===== src/rtl/ysyx_22050078_wbu.sv =====
// ---------------------------------------------------------------------------
// ysyx_22050078_wbu -- writeback unit feeding the 32x64 integer register file
//
// The unit merges two result sources onto the register file's single write
// port. The sources are the execute unit (EXU) and the load path (LSU).
//
// Load responses cannot be back-pressured. They always win the write port.
// An EXU result that loses arbitration is parked in a one-entry holding
// buffer. While that buffer is full, exu_ready is low.
//
// Load data is lane-selected and then sign- or zero-extended here. Writes to
// x0 are suppressed. A retire counter and a sticky error flag are kept for
// simulation.
//
// Ports
//   clk, rst         clock; synchronous active-high reset
//   exu_valid/ready  EXU result handshake (ready depends only on buffer state)
//   exu_wen          EXU instruction writes rd
//   exu_rd           EXU destination register
//   exu_data         EXU result
//   lsu_valid        load response valid, consumed every cycle it is high
//   lsu_rd           load destination register
//   lsu_funct3       load type
//   lsu_addr_lo      load address bits [2:0]
//   lsu_rdata        aligned 8-byte memory word
//   rf_wen           registered regfile write enable
//   rf_waddr         registered regfile write address
//   rf_wdata         registered regfile write data
//   o_retire_cnt     number of committed results (wraps modulo 2^64)
//   o_err            sticky flag: a reserved load funct3 was committed
// ---------------------------------------------------------------------------
module ysyx_22050078_wbu #(
  parameter int DATA_WIDTH = 64,
  parameter int ADDR_WIDTH = 5
) (
  input  logic                  clk,
  input  logic                  rst,
  input  logic                  exu_valid,
  output logic                  exu_ready,
  input  logic                  exu_wen,
  input  logic [ADDR_WIDTH-1:0] exu_rd,
  input  logic [DATA_WIDTH-1:0] exu_data,
  input  logic                  lsu_valid,
  input  logic [ADDR_WIDTH-1:0] lsu_rd,
  input  logic [2:0]            lsu_funct3,
  input  logic [2:0]            lsu_addr_lo,
  input  logic [DATA_WIDTH-1:0] lsu_rdata,
  output logic                  rf_wen,
  output logic [ADDR_WIDTH-1:0] rf_waddr,
  output logic [DATA_WIDTH-1:0] rf_wdata,
  output logic [63:0]           o_retire_cnt,
  output logic                  o_err
);

  localparam logic [2:0] F3_RSVD = 3'b111;

  // Lane select plus extension for a load response.
  //
  // The sub-word lane is picked by the naturally aligned part of the offset.
  // Low offset bits below the access size are ignored, because the LSU is
  // responsible for misalignment traps.
  //
  // funct3[2] selects zero-extension. The reserved code 111 yields zero.
  function automatic logic [DATA_WIDTH-1:0] load_extract(
    input logic [2:0]            f3,
    input logic [2:0]            off,
    input logic [DATA_WIDTH-1:0] word
  );
    logic signed [7:0]     byte_s;
    logic signed [15:0]    half_s;
    logic signed [31:0]    word_s;
    logic [DATA_WIDTH-1:0] res;

    byte_s = word[{off, 3'b000} +: 8];
    half_s = word[{off[2:1], 4'b0000} +: 16];
    word_s = word[{off[2], 5'b00000} +: 32];
    res    = '0;

    case (f3)
      3'b000:  res = {{(DATA_WIDTH-8){byte_s[7]}}, byte_s};
      3'b001:  res = {{(DATA_WIDTH-16){half_s[15]}}, half_s};
      3'b010:  res = {{(DATA_WIDTH-32){word_s[31]}}, word_s};
      3'b011:  res = word;
      3'b100:  res = {{(DATA_WIDTH-8){1'b0}}, byte_s};
      3'b101:  res = {{(DATA_WIDTH-16){1'b0}}, half_s};
      3'b110:  res = {{(DATA_WIDTH-32){1'b0}}, word_s};
      default: res = '0;
    endcase

    return res;
  endfunction

  // Holding buffer for one EXU result
  logic                  buf_valid_q, buf_valid_d;
  logic                  buf_wen_q,   buf_wen_d;
  logic [ADDR_WIDTH-1:0] buf_rd_q,    buf_rd_d;
  logic [DATA_WIDTH-1:0] buf_data_q,  buf_data_d;

  // Registered write port, counters and flags
  logic                  rf_wen_q,    rf_wen_d;
  logic [ADDR_WIDTH-1:0] rf_waddr_q,  rf_waddr_d;
  logic [DATA_WIDTH-1:0] rf_wdata_q,  rf_wdata_d;
  logic [63:0]           retire_q,    retire_d;
  logic                  err_q,       err_d;

  // Commit arbitration
  logic                  exu_hs;
  logic                  sel_lsu;
  logic                  sel_buf;
  logic                  sel_exu;
  logic                  commit;
  logic                  c_wen;
  logic [ADDR_WIDTH-1:0] c_rd;
  logic [DATA_WIDTH-1:0] c_data;

  // Ready is driven from the buffer register alone. This keeps it free of
  // any combinational path from exu_valid.
  assign exu_ready = !buf_valid_q;
  assign exu_hs    = exu_valid && exu_ready;

  always_comb begin
    sel_lsu = lsu_valid;
    sel_buf = !lsu_valid && buf_valid_q;
    sel_exu = !lsu_valid && !buf_valid_q && exu_hs;
    commit  = sel_lsu || sel_buf || sel_exu;

    c_wen  = 1'b0;
    c_rd   = '0;
    c_data = '0;
    if (sel_lsu) begin
      c_wen  = 1'b1;
      c_rd   = lsu_rd;
      c_data = load_extract(lsu_funct3, lsu_addr_lo, lsu_rdata);
    end else if (sel_buf) begin
      c_wen  = buf_wen_q;
      c_rd   = buf_rd_q;
      c_data = buf_data_q;
    end else if (sel_exu) begin
      c_wen  = exu_wen;
      c_rd   = exu_rd;
      c_data = exu_data;
    end

    buf_valid_d = buf_valid_q;
    buf_wen_d   = buf_wen_q;
    buf_rd_d    = buf_rd_q;
    buf_data_d  = buf_data_q;
    if (sel_buf) begin
      buf_valid_d = 1'b0;
    end
    // An accepted EXU result that lost arbitration is parked. This can
    // only happen with the buffer empty, since ready is low while it is full.
    if (exu_hs && !sel_exu) begin
      buf_valid_d = 1'b1;
      buf_wen_d   = exu_wen;
      buf_rd_d    = exu_rd;
      buf_data_d  = exu_data;
    end

    // Commits to x0 still update the address/data registers; only the
    // enable is suppressed.
    rf_wen_d   = commit && c_wen && (c_rd != '0);
    rf_waddr_d = commit ? c_rd   : rf_waddr_q;
    rf_wdata_d = commit ? c_data : rf_wdata_q;

    retire_d = retire_q + {63'd0, commit};
    err_d    = err_q || (sel_lsu && (lsu_funct3 == F3_RSVD));
  end

  // Stage boundary: committed entry -> registered write port
  always_ff @(posedge clk) begin
    if (rst) begin
      buf_valid_q <= 1'b0;
      rf_wen_q    <= 1'b0;
      rf_waddr_q  <= '0;
      rf_wdata_q  <= '0;
      retire_q    <= '0;
      err_q       <= 1'b0;
    end else begin
      buf_valid_q <= buf_valid_d;
      rf_wen_q    <= rf_wen_d;
      rf_waddr_q  <= rf_waddr_d;
      rf_wdata_q  <= rf_wdata_d;
      retire_q    <= retire_d;
      err_q       <= err_d;
    end
  end

  // Buffer payload is qualified by buf_valid_q, so it carries no reset.
  always_ff @(posedge clk) begin
    buf_wen_q  <= buf_wen_d;
    buf_rd_q   <= buf_rd_d;
    buf_data_q <= buf_data_d;
  end

  assign rf_wen       = rf_wen_q;
  assign rf_waddr     = rf_waddr_q;
  assign rf_wdata     = rf_wdata_q;
  assign o_retire_cnt = retire_q;
  assign o_err        = err_q;

endmodule

===== config.mk =====
export PLATFORM = sky130hd
export DESIGN_NAME = ysyx_22050078_wbu
export DESIGN_NICKNAME = d
export VERILOG_FILES = /design/src/rtl/ysyx_22050078_wbu.sv
export SDC_FILE = /design/constraint.sdc
export NUM_CORES = 1
export LEC_CHECK = 0
export ABC_AREA = 1
export CAP_MARGIN = 20
export CORE_ASPECT_RATIO = 1.4
export CORE_MARGIN = 5
export CORE_UTILIZATION = 45
export CTS_BUF_LIST = sky130_fd_sc_hd__clkbuf_16
export DETAILED_ROUTE_END_ITERATION = 16
export PLACE_DENSITY = 0.77
export SLEW_MARGIN = 20
export SYNTH_ARGS = -nofsm -noshare
export SYNTH_HDL_FRONTEND = slang
export SYNTH_SLANG_ARGS = --single-unit

===== constraint.sdc =====
create_clock -name clk -period 4.7 [get_ports clk]
set_input_delay 0.705 -clock clk [delete_from_list [all_inputs] [get_ports clk]]
set_output_delay 0.705 -clock clk [all_outputs]
set_load 0.1 [all_outputs]

==> results.tsv <==
stage	metric	value	unit
status	outcome	finished clean	
sta	Slew HR	0.2818	
sta	Worst Skew	0.01095	ns
sta	fmax	0.3288	GHz
placed_design	I/O Buffers	284	
pwr	Flop pwr share	0.415	
sta	RSZ-0062 raised after global routing	false	
finish	fillers	2282	
setup_path	Worst Setup End Kind	output pin	
finish	Multi-input gate area	5421	sq um
clock_network	Clock Path Buffers	3	
logic_synthesis	top post-synthesis cells by area	dfxtp_1 25%, edfxtp_1 19%, nand2_1 14%	
finish	layout cells sized above 1	0.04746	
clock_network	CTS tree	built	
grt	total global routing overflow	0	
clock_network	Post-CTS Setup Bufs	0	
clock_network	Reg clk slew, reported paths	0.06	ns
grt	largest net degree at the start of global routing	72	
logic_synthesis	Simple-Gate Fraction of Synth Area	0.2876	
clock_network	later-pin clock latency in the skew report	0.52	ns
clock_network	hold buffers post-CTS	0	
grt	first-pass GRT wire length	69460	microns
logic_synthesis	Post-Synth Adder-Cell Area	0.002254	
sta	final setup TNS	0	ns
route	Post-route DRC	0	
logic_synthesis	Mapped Area	11100	sq um
logic_synthesis	XOR/XNOR Fraction of Synth Area	0.003945	
pwr	worst vdd ir	358.9	uV
setup_path	worst-path cell chain	clkdlybuf4s50_1	
pwr	Clock power frac	0.366	
setup_path	Req. time, crit path	3.99	ns
setup_path	worst setup path startpoint	o_retire_cnt[4]	
pwr	sw power	1.534	mW
route	DR vias	12130	
grt	vias in the first global route	11900	
logic_synthesis	ys async rst share	0	
setup_path	CP max stage cell	clkdlybuf4s50_1	
sta	Hold Vio Cnt, Final	0	
logic_synthesis	Seq/Total Area, Yosys	0.4346	
grt	gr usage total	0.3214	
flow_run	number of max-cap violations	0	
pwr	Tot Pwr	4.745	mW
floorplan	Top Ports	285	
finish	Area Growth Syn to Fin	32.82	%
sta	Final Max Slew Viols	0	
placed_design	Placer Congestion	0.9985	
sta	Setup violations, final	0	
logic_synthesis	Synth top area share	0.2453	
worst_hold_path	hold crit path type	flip-flop to flip-flop	
setup_path	Crit. path cell count	1	
floorplan	Initial Util	0.4530	
logic_synthesis	post-synthesis compound-gate area fraction	0.1932	
setup_path	delay-heaviest family, CP	buffers and inverters	
floorplan	die width	142.7	microns
pwr	combinational power share	0.219	
route	final antenna-violating net count	0	
route	Routed WL	46630	microns
logic_synthesis	largest family of logic cells by synthesized area	simple AND/OR/NAND/NOR gates	
floorplan	full die area	27950	sq um
sta	Tmin final	3.041	ns
pwr	Leak	5.158	nW
setup_path	critical path arrival	2.34	ns
logic_synthesis	count of state elements after synthesis	206	
logic_synthesis	mux share of post-synthesis cell area	0	
logic_synthesis	Syn Inst Count	1537	
clock_network	clock root buffer	clkbuf_16	
finish	register area	4825	sq um
clock_network	H-tree depth	1	
logic_synthesis	Mean Syn Cell Area	7.222	sq um
setup_path	crit-path max cell delay	1.23	ns
sta	fin crit share	0.6470	
logic_synthesis	library cells used by synthesis	37	
setup_path	FF-to-FF path depth	11	
logic_synthesis	largest area contributor in the netlist	dfxtp_1	
logic_synthesis	Main synth FF type	dfxtp_1	
setup_path	crit path to	o_retire_cnt[4]	
floorplan	Die Span Y	195.8	microns
setup_path	buffers and inverters on the worst path	1	
pwr	pwr/cell area	321.8	nW/um^2
pwr	Int Pwr	3.211	mW
route	DR pass1 iterations	6	
logic_synthesis	synth warn	0	
logic_synthesis	Post-synth EDFFs	70	
route	number of DRC markers in iteration 0	960	
route	mean routed wirelength per cell	22.13	microns
logic_synthesis	syn_nets	1688	
route	Vias/cell	5.755	
finish	Total Nets Final	1925	
setup_path	CP Launch Type	flip-flop	
grt	initial antenna violation count	2	
clock_network	post-cts sizing count	0	
setup_path	critical-path maximum fanout	6	
pwr	Sw Share	0.3233	
setup_path	RR Endpoint	o_retire_cnt[62]	
placed_design	HPWL after DPL	35410	microns
setup_path	reg-to-reg critical path startpoint	buf_valid_q	
clock_network	clock sink count	206	
floorplan	Core Region	24500	sq um
floorplan	row count	68	
clock_network	CTS buffer count	23	
setup_path	r2r setup slk	2.23	ns
setup_path	critical path class	flip-flop to output pin	
sta	Slew @ Worst Pin	1.074	ns
[per-layer routing]
metal  vias to the layer above  global-route usage  wire length [microns]
li1                       5732                   -                      -
met1                      5654              0.3574                  16660
met2                       597              0.5575                  22970
met3                       141             0.05365                   3281
met4                         2              0.2113                   3713
met5                         -                   0                      9
[Yosys cell counts, drive strengths merged, types with 3 or more instances]
master    n
a21oi   141
a22oi     4
and2      3
buf      35
clkbuf   50
dfxtp   136
edfxtp   70
inv     121
nand2   422
nand3   116
nand4    24
nor2    155
nor3     26
o211ai   17
o21ai   121
o221ai   64
o22ai     9
or2      10
xor2      3
[cells by family after synthesis]
| family | Yosys count |
|---|---|
| adders and majority gates | 2 |
| and+or+nand+nor | 756 |
| buffers and inverters | 206 |
| DFF | 206 |
| AOI/OAI and AO/OA | 362 |
| xor gates and xnor gates | 5 |
[through the flow]
stage / hold slack (ns) / cells / area [sq um] / util / setup WS [ns]
floorplan: 0.5670 / 1537 / 11100 / - / 0.1070
global route: 0.4812 / 2106 / 14740 / 0.6016 / 1.559
detailed placement: 0.4584 / 2064 / 14020 / 0.5724 / 1.319
CTS: 0.4675 / 2106 / 14740 / 0.6016 / 1.653
finish: 0.4641 / 2107 / 14740 / 0.6017 / 1.659
global placement: 0.4545 / 2064 / 14020 / 0.5724 / 1.387
[cells in the final DEF, fill, tap and decap left out, types with 3 or more instances in the layout]
| cell type | synthesis | layout |
|---|---|---|
| nand2_1 | 417 | 414 |
| clkdlybuf4s50_1 | 0 | 282 |
| nor2_1 | 142 | 141 |
| a21oi_1 | 140 | 140 |
| dfxtp_1 | 136 | 136 |
| o21ai_0 | 120 | 120 |
| inv_1 | 113 | 117 |
| nand3_1 | 113 | 113 |
| edfxtp_1 | 70 | 70 |
| o221ai_1 | 64 | 64 |
| nor3_1 | 26 | 26 |
| nand4_1 | 24 | 24 |
| clkbuf_16 | 0 | 24 |
| o211ai_1 | 17 | 17 |
| buf_4 | 4 | 13 |
| inv_2 | 8 | 11 |
| o22ai_1 | 9 | 9 |
| or2_0 | 9 | 9 |
| nand2_2 | 5 | 8 |
| nor2_2 | 8 | 8 |
| nor2_4 | 5 | 6 |
| a22oi_1 | 4 | 4 |
| nand3_2 | 3 | 3 |
| clkinv_2 | 0 | 3 |
| xor2_1 | 3 | 3 |
| clkinv_1 | 0 | 3 |
[flip-flops by register name, indices dropped and copies added (netlist names)]
name,flops
rf_wen,1
rf_wdata,64
buf_valid_q,1
o_err,1
buf_wen_q,1
buf_rd_q,5
buf_data_q,64
o_retire_cnt,64
rf_waddr,5
[worst min path at each step]
stage,end,startpoint,cells past startpoint
after floorplan,rf_waddr[0],buf_rd_q[0],4
after global placement,rf_waddr[2],rf_waddr[2],2
after detailed placement,rf_waddr[3],rf_waddr[3],2
after CTS,rf_waddr[3],rf_waddr[3],2
after global routing,rf_waddr[1],rf_waddr[1],2
final,rf_waddr[3],rf_waddr[3],2
[final cells by class]
cell class	count	area share
flip-flops and latches	206	0.3272
diodes	1	0.0001697
well taps	315	0.02673
inverters	121	0.03089
repair buffers	297	0.1987
multi-input cells	1125	0.3677
clock inverters	18	0.007807
clock buffers	24	0.04073
[power by group through the flow]
stage	clock, mW	combinational [mW]	sequential, mW
after floorplan	0	0.306	2.36
after global placement	0	1.03	2.00
after detailed placement	0	1.03	2.00
after CTS	1.76	1.04	1.97
after global routing	1.84	1.09	1.97
final	1.74	1.04	1.97
Note: power is estimated with default switching activity, not from simulation.
